==> src/rtl/led_frame_writer.sv <==
// led_frame_writer: packs a raster stream of 24-bit RGB pixels into the
// shared 48-bit frame RAM (top-half pixel in [23:0], bottom-half pixel in
// [47:24]) by read-modify-write, and offers a bulk clear of the RAM.
// Optional build macro LED_DOUBLE_BUFFER_EN adds a bank bit as the ram_addr
// MSB plus a disp_bank output; the writer fills one bank while the display
// reads the other, and the banks swap at every frame_done.
module led_frame_writer #(
    parameter int          COL_BITS    = 6,
    parameter int          ROW_BITS    = 4,
    parameter logic [23:0] CLEAR_COLOR = 24'h000000
) (
    input  logic                         clk,
    input  logic                         rst,
    input  logic                         pix_valid,
    output logic                         pix_ready,
    input  logic [23:0]                  pix_data,
    input  logic                         pix_sof,
    input  logic                         clear_req,
`ifdef LED_DOUBLE_BUFFER_EN
    output logic [COL_BITS+ROW_BITS:0]   ram_addr,
`else
    output logic [COL_BITS+ROW_BITS-1:0] ram_addr,
`endif
    output logic [47:0]                  ram_wdata,
    output logic                         ram_we,
    input  logic [47:0]                  ram_rdata,
    output logic                         busy,
    output logic                         frame_done,
`ifdef LED_DOUBLE_BUFFER_EN
    output logic                         disp_bank,
`endif
    output logic                         display_ena
);

    localparam int AW = COL_BITS + ROW_BITS;

    typedef enum logic [2:0] {
        S_IDLE,
        S_RD,
        S_MRG,
        S_WR,
        S_CLR
    } state_t;

    state_t              state;
    state_t              state_nxt;
    logic [COL_BITS-1:0] x;
    logic [ROW_BITS:0]   y;
    logic [AW-1:0]       clr_cnt;
    logic                wr_bank;

    // Data path registers: no reset, they are always loaded before use.
    logic [23:0]         pix_p0;
    logic [COL_BITS-1:0] lx_p0;
    logic [ROW_BITS:0]   ly_p0;
    logic [47:0]         word_p1;

    logic                frame_end;
    logic [AW-1:0]       addr_lo;
    logic                addr_act;

    // Replace one half of a RAM word with the new pixel; the other half passes bit-exact.
    function automatic logic [47:0] merge_half(input logic [47:0] word,
                                               input logic [23:0] pix,
                                               input logic        half);
        merge_half = half ? {pix, word[23:0]} : {word[47:24], pix};
    endfunction

    assign frame_end = (lx_p0 == '1) && (ly_p0 == '1);

`ifdef LED_DOUBLE_BUFFER_EN
    // disp_bank is the stored bit so it resets to 0; the writer uses the other bank.
    logic disp_bank_q;
    assign disp_bank = disp_bank_q;
    assign wr_bank   = ~disp_bank_q;
`else
    assign wr_bank = 1'b0;
`endif

    // Control state: FSM, raster position, clear counter, frame flags.
    always_ff @(posedge clk) begin
        if (rst) begin
            state       <= S_IDLE;
            x           <= '0;
            y           <= '0;
            clr_cnt     <= '0;
            frame_done  <= 1'b0;
            display_ena <= 1'b0;
`ifdef LED_DOUBLE_BUFFER_EN
            disp_bank_q <= 1'b0;
`endif
        end else begin
            state      <= state_nxt;
            frame_done <= 1'b0;
            case (state)
                S_IDLE: begin
                    if (clear_req) clr_cnt <= '0;
                end
                S_WR: begin
                    x <= lx_p0 + 1'b1;
                    y <= (lx_p0 == '1) ? ly_p0 + 1'b1 : ly_p0;
                    if (frame_end) begin
                        frame_done  <= 1'b1;
                        display_ena <= 1'b1;
`ifdef LED_DOUBLE_BUFFER_EN
                        disp_bank_q <= ~disp_bank_q;
`endif
                    end
                end
                S_CLR: begin
                    clr_cnt <= clr_cnt + 1'b1;
                    if (clr_cnt == '1) begin
                        x <= '0;
                        y <= '0;
                    end
                end
                default: ;
            endcase
        end
    end

    // Stage p0: latch pixel and target position on handshake; stage p1: merged word.
    always_ff @(posedge clk) begin
        if (state == S_IDLE && pix_valid && pix_ready) begin
            pix_p0 <= pix_data;
            lx_p0  <= pix_sof ? '0 : x;
            ly_p0  <= pix_sof ? '0 : y;
        end
        if (state == S_MRG) begin
            word_p1 <= merge_half(ram_rdata, pix_p0, ly_p0[ROW_BITS]);
        end
    end

    // Next-state logic and RAM-side outputs; rst forces the write port quiet at once.
    always_comb begin
        state_nxt = state;
        addr_lo   = '0;
        addr_act  = 1'b0;
        ram_we    = 1'b0;
        ram_wdata = '0;
        case (state)
            S_IDLE: begin
                if (clear_req)      state_nxt = S_CLR;
                else if (pix_valid) state_nxt = S_RD;
            end
            S_RD: begin
                addr_lo   = {ly_p0[ROW_BITS-1:0], lx_p0};
                addr_act  = 1'b1;
                state_nxt = S_MRG;
            end
            S_MRG: begin
                addr_lo   = {ly_p0[ROW_BITS-1:0], lx_p0};
                addr_act  = 1'b1;
                state_nxt = S_WR;
            end
            S_WR: begin
                addr_lo   = {ly_p0[ROW_BITS-1:0], lx_p0};
                addr_act  = 1'b1;
                ram_we    = 1'b1;
                ram_wdata = word_p1;
                state_nxt = S_IDLE;
            end
            S_CLR: begin
                addr_lo   = clr_cnt;
                addr_act  = 1'b1;
                ram_we    = 1'b1;
                ram_wdata = {CLEAR_COLOR, CLEAR_COLOR};
                if (clr_cnt == '1) state_nxt = S_IDLE;
            end
            default: state_nxt = S_IDLE;
        endcase
        if (rst) begin
            addr_act  = 1'b0;
            ram_we    = 1'b0;
            ram_wdata = '0;
        end
`ifdef LED_DOUBLE_BUFFER_EN
        ram_addr = addr_act ? {wr_bank, addr_lo} : '0;
`else
        ram_addr = addr_act ? addr_lo : '0;
`endif
    end

    assign pix_ready = (state == S_IDLE) && !clear_req && !rst;
    assign busy      = (state != S_IDLE);

endmodule

==> config.mk <==
export PLATFORM = sky130hd
export DESIGN_NAME = led_frame_writer
export DESIGN_NICKNAME = d
export VERILOG_FILES = /design/src/rtl/led_frame_writer.sv
export SDC_FILE = /design/constraint.sdc
export NUM_CORES = 1
export LEC_CHECK = 0
export ABC_AREA = 0
export CORE_UTILIZATION = 35
export CTS_CLUSTER_SIZE = 14
export DETAILED_ROUTE_END_ITERATION = 10
export PLACE_DENSITY = 0.73
export RECOVER_POWER = 25
export SETUP_SLACK_MARGIN = 0.5
export SYNTH_ARGS = -nofsm -noshare
export SYNTH_HDL_FRONTEND = slang
export SYNTH_SLANG_ARGS = --single-unit
export TNS_END_PERCENT = 50
==> constraint.sdc <==
create_clock -name clk -period 12.9 [get_ports clk]
set_input_delay 2.58 -clock clk [delete_from_list [all_inputs] [get_ports clk]]
set_output_delay 2.58 -clock clk [all_outputs]
set_load 0.05 [all_outputs]
==> summary.txt <==
Critical path
  • Crit path kind: primary input to output pin
  • Cell count of the worst reg-to-reg path: 2
  • Arrival time worst endpoint: between 5000 and 6000 ps
  • Reg-to-reg endpoint: word_p1[19]
  • Setup crit start: rst
  • Data required time at the worst endpoint: 10,320 ps
  • Critical path endpoint: ram_wdata[18]
  • Worst reg-to-reg setup slack: between 9000 and 10,000 ps
  • Kind of launch point of the worst setup path: primary input
  • Worst r2r src: state[1]
  • Highest net fanout along the worst path: 56
  • Crit end category: output pin

Floorplan
  • Vert. Die Dim: approximately 120 µm
  • Floorplan die width: roughly 120 µm
  • Area of the placeable core: roughly 0.013 mm²
  • I/O pin count: 140
  • Initial cell density of the core: a little over a third
  • Area of the die: ~0.014 mm²
  • Standard-cell rows: 42

Power and ir drop
  • Peak ir drop on the vdd network: between 80 and 90 µV
  • Power density relative to cell area: roughly 110 mW/mm²
  • Total power: between 700 and 800 µW
  • Leakage component of the power: ~0.0023 µW
  • Internal: ~580 µW
  • Fraction of power consumed by the clock network: between 30 and 40%
  • Combinational fraction of design power: roughly 9.0%
  • Switching part of the total power: a little under a quarter
  • Reg power frac: between 50% and 60%
  • Net switching power figure: approximately 170 µW

Timing
  • Period utilisation layout: between 60% and 70%
  • Fmax: approximately 120 MHz
  • Final hold violations: 0
  • Worst slew margin relative to its limit: -80.3%
  • Worst slack on hold paths: between 400 and 500 ps
  • Setup repair after global routing missed its margin: false
  • Final max-slew violation count: roughly 50
  • Clock period minus worst slack: 8170 ps
  • Final setup vio count: 0
  • Final-layout setup total negative slack: 0 ps
  • Slew at the pin closest to its max-slew limit: roughly 2700 ps
  • Skew final: 8.21 ps

Global route
  • Number of antenna violations at the first check in global routing: 2
  • Sum of overflow across all layers after global routing: 0
  • Vias in the first global route: between 3,000 and 4,000
  • GR Util All Layers: 16.6%
  • First-pass GRT wire length: approximately 18,000 µm
  • Pin count of the biggest net entering global routing: 57

Routing
  • Met2 Routed Length: ~5500 µm
  • DR DRC count: 0
  • Highest routed metal layer: met4
  • Total Routed Length: about 11,000 µm
  • Drt pass-1 iters: 4
  • 1st-iter DRT viols: 194
  • Met3 wire length: approximately 780 µm
  • Routed length per placed instance: about 17 µm
  • Routed met1 length: around 4900 µm
  • Antenna-violating nets left: 0
  • Via count of the routed design: about 3,300
  • Post-DR vias/cell: between 4 and 5

Clocking
  • CTS H-tree lvls: 3
  • Number of buffers added to fix hold violations after cts: 0
  • Largest buffer count on any clock path: 2
  • Number of sinks on the clock net: approximately 110
  • Clock tree from TritonCTS: built
  • Post-CTS Setup Inserts: 0
  • Clock input transition at the sequential cells of the worst setup and hold paths: around 70 ps
  • Root Driver: clkbuf_16
  • Post-CTS resize count: 0
  • Clock buffer count from CTS: 9
  • Clock latency at the later pin of the worst-skew pair: 350 ps

Yosys
  • Post-synth top area share: roughly half
  • Multiplexer fraction of the synthesized cell area: a little under an eighth
  • Number of flip-flops and latches in the synthesized netlist: ~110
  • Post-synthesis cell type with the largest combined area: edfxtp_1
  • Share of the synthesized netlist area taken by xor and xnor gates: under 10%
  • Largest family of logic cells by synthesized area: simple AND/OR/NAND/NOR gates
  • Top-count cell post-synth: edfxtp_1
  • Syn_area_per_cell: 13.2 µm²
  • Number of flops mapped to enable cells by yosys: 83
  • Synth Area in Compound Gates: a little over 7%
  • Synthesized netlist net count: about 450
  • Primary flip-flop cell chosen by synthesis mapping: edfxtp_1
  • Sequential element share of the synthesized area: about 62%
  • Cell Area, Synth: just under 0.005 mm²
  • Warnings from Yosys: 0
  • Most common library cells after synthesis: edfxtp_1, and2_1, mux2_2
  • Adder and majority cell fraction of the synthesized area: under 10%
  • Top area cells in the synthesized netlist: edfxtp_1, mux2_2, dfxtp_1
  • Distinct cell type count after synthesis: 47
  • Mapped Cells: 367
  • Synthesized-area fraction occupied by and/or/nand/nor cells: 14.2%
  • Fraction of registers with async set/reset: 0%

Finish
  • Number of filler cells placed in the layout: 1,210
  • Fraction of layout cells with a size suffix above 1: around 15%
  • Sequential cell area: 0.00301 mm²
  • Net count reported at finish: 579
  • Area of the multi-input gates: approximately 0.0017 mm²
  • Layout overhead on the synthesized area: 38.4%

Status
  • Outcome: finished, violations left
  • Violations in the final reports: max-capacitance violations, max-slew violations

Min path
  • Worst Hold Class: flip-flop to flip-flop
  • Worst Min Path Start: x[5]

Placement
  • Number of I/O port buffers: about 140
  • Detailed placement HPWL: 7770 µm
  • Final weighted congestion of routability-driven global placement: ~0.82

Flow run
  • # Max-Cap Violations: 1
## layout by cell type (no fill, tap or decap), types with 9 or more instances in the layout
cell type / count
mux2_2: 48
dlygate4sd3_1: 15
clkdlybuf4s50_1: 124
and2_1: 48
clkbuf_16: 9
nor2b_1: 11
nor2_1: 20
dfxtp_1: 26
edfxtp_1: 83
## cell families (layout without fill, tap and decap cells)
kind of cell | Yosys count | after routing
and+or+nand+nor | 121 | 121
DFF | 109 | 109
adders and majority gates | 4 | 4
other | 0 | 2
AOI/OAI and AO/OA | 47 | 47
muxes | 50 | 50
buffers and inverters | 28 | 164
xor gates and xnor gates | 8 | 8
## cell type report
type	count	area share (%)
clock inverters	7	1.21
flip-flops and latches	109	45.0
inverters	6	0.336
multi-input cells	230	25.7
repair buffers	142	21.0
clock buffers	9	3.36
diodes	2	0.0747
well taps	176	3.29
## worst max-delay path, cell delays in order
cell,delay [ps]
clkdlybuf4s50_1,890
nor2_4,1000
and2_1,290
clkdlybuf4s50_1,810
## power by group through the flow
stage	combinational, µW	sequential, µW	clock, µW
after CTS	69.1	393	295
after detailed placement	68.9	401	0
after global placement	67.1	400	0
after global routing	72.8	394	306
after floorplan	36.4	398	0
final	67.3	393	289
## per-stage QoR
| step | instance area [µm²] | util (%) | setup slack, ps | instances |
|---|---|---|---|---|
| floorplan | 4840 | - | 6530 | 367 |
| global placement | 6400 | 47.9 | 4700 | 663 |
| detailed placement | 6400 | 47.9 | 4670 | 663 |
| CTS | 6700 | 50.2 | 4680 | 679 |
| global route | 6700 | 50.2 | 4430 | 681 |
| finish | 6700 | 50.2 | 4730 | 681 |
## state kept, by name (all words and copies together), names as in the netlist
register / count
frame_done: 1
pix_p0: 24
x: 6
display_ena: 1
state: 3
clr_cnt: 10
ly_p0: 5
y: 5
lx_p0: 6
word_p1: 48
## layer usage
layer / vias up / GRT usage, %
met5: - / 0
met1: 1605 / 19.9
li1: 1607 / -
met2: 114 / 27.2
met4: 0 / 6.41
met3: 15 / 5.80
## worst min path at each step
stage | slack, ps | endpoint | cells past startpoint
floorplan | 420 | x[0] | 1
global placement | 440 | y[1] | 1
detailed placement | 440 | x[5] | 1
CTS | 460 | x[5] | 1
global route | 480 | x[0] | 1
finish | 460 | x[5] | 1
(Power assumes the default switching activity.)
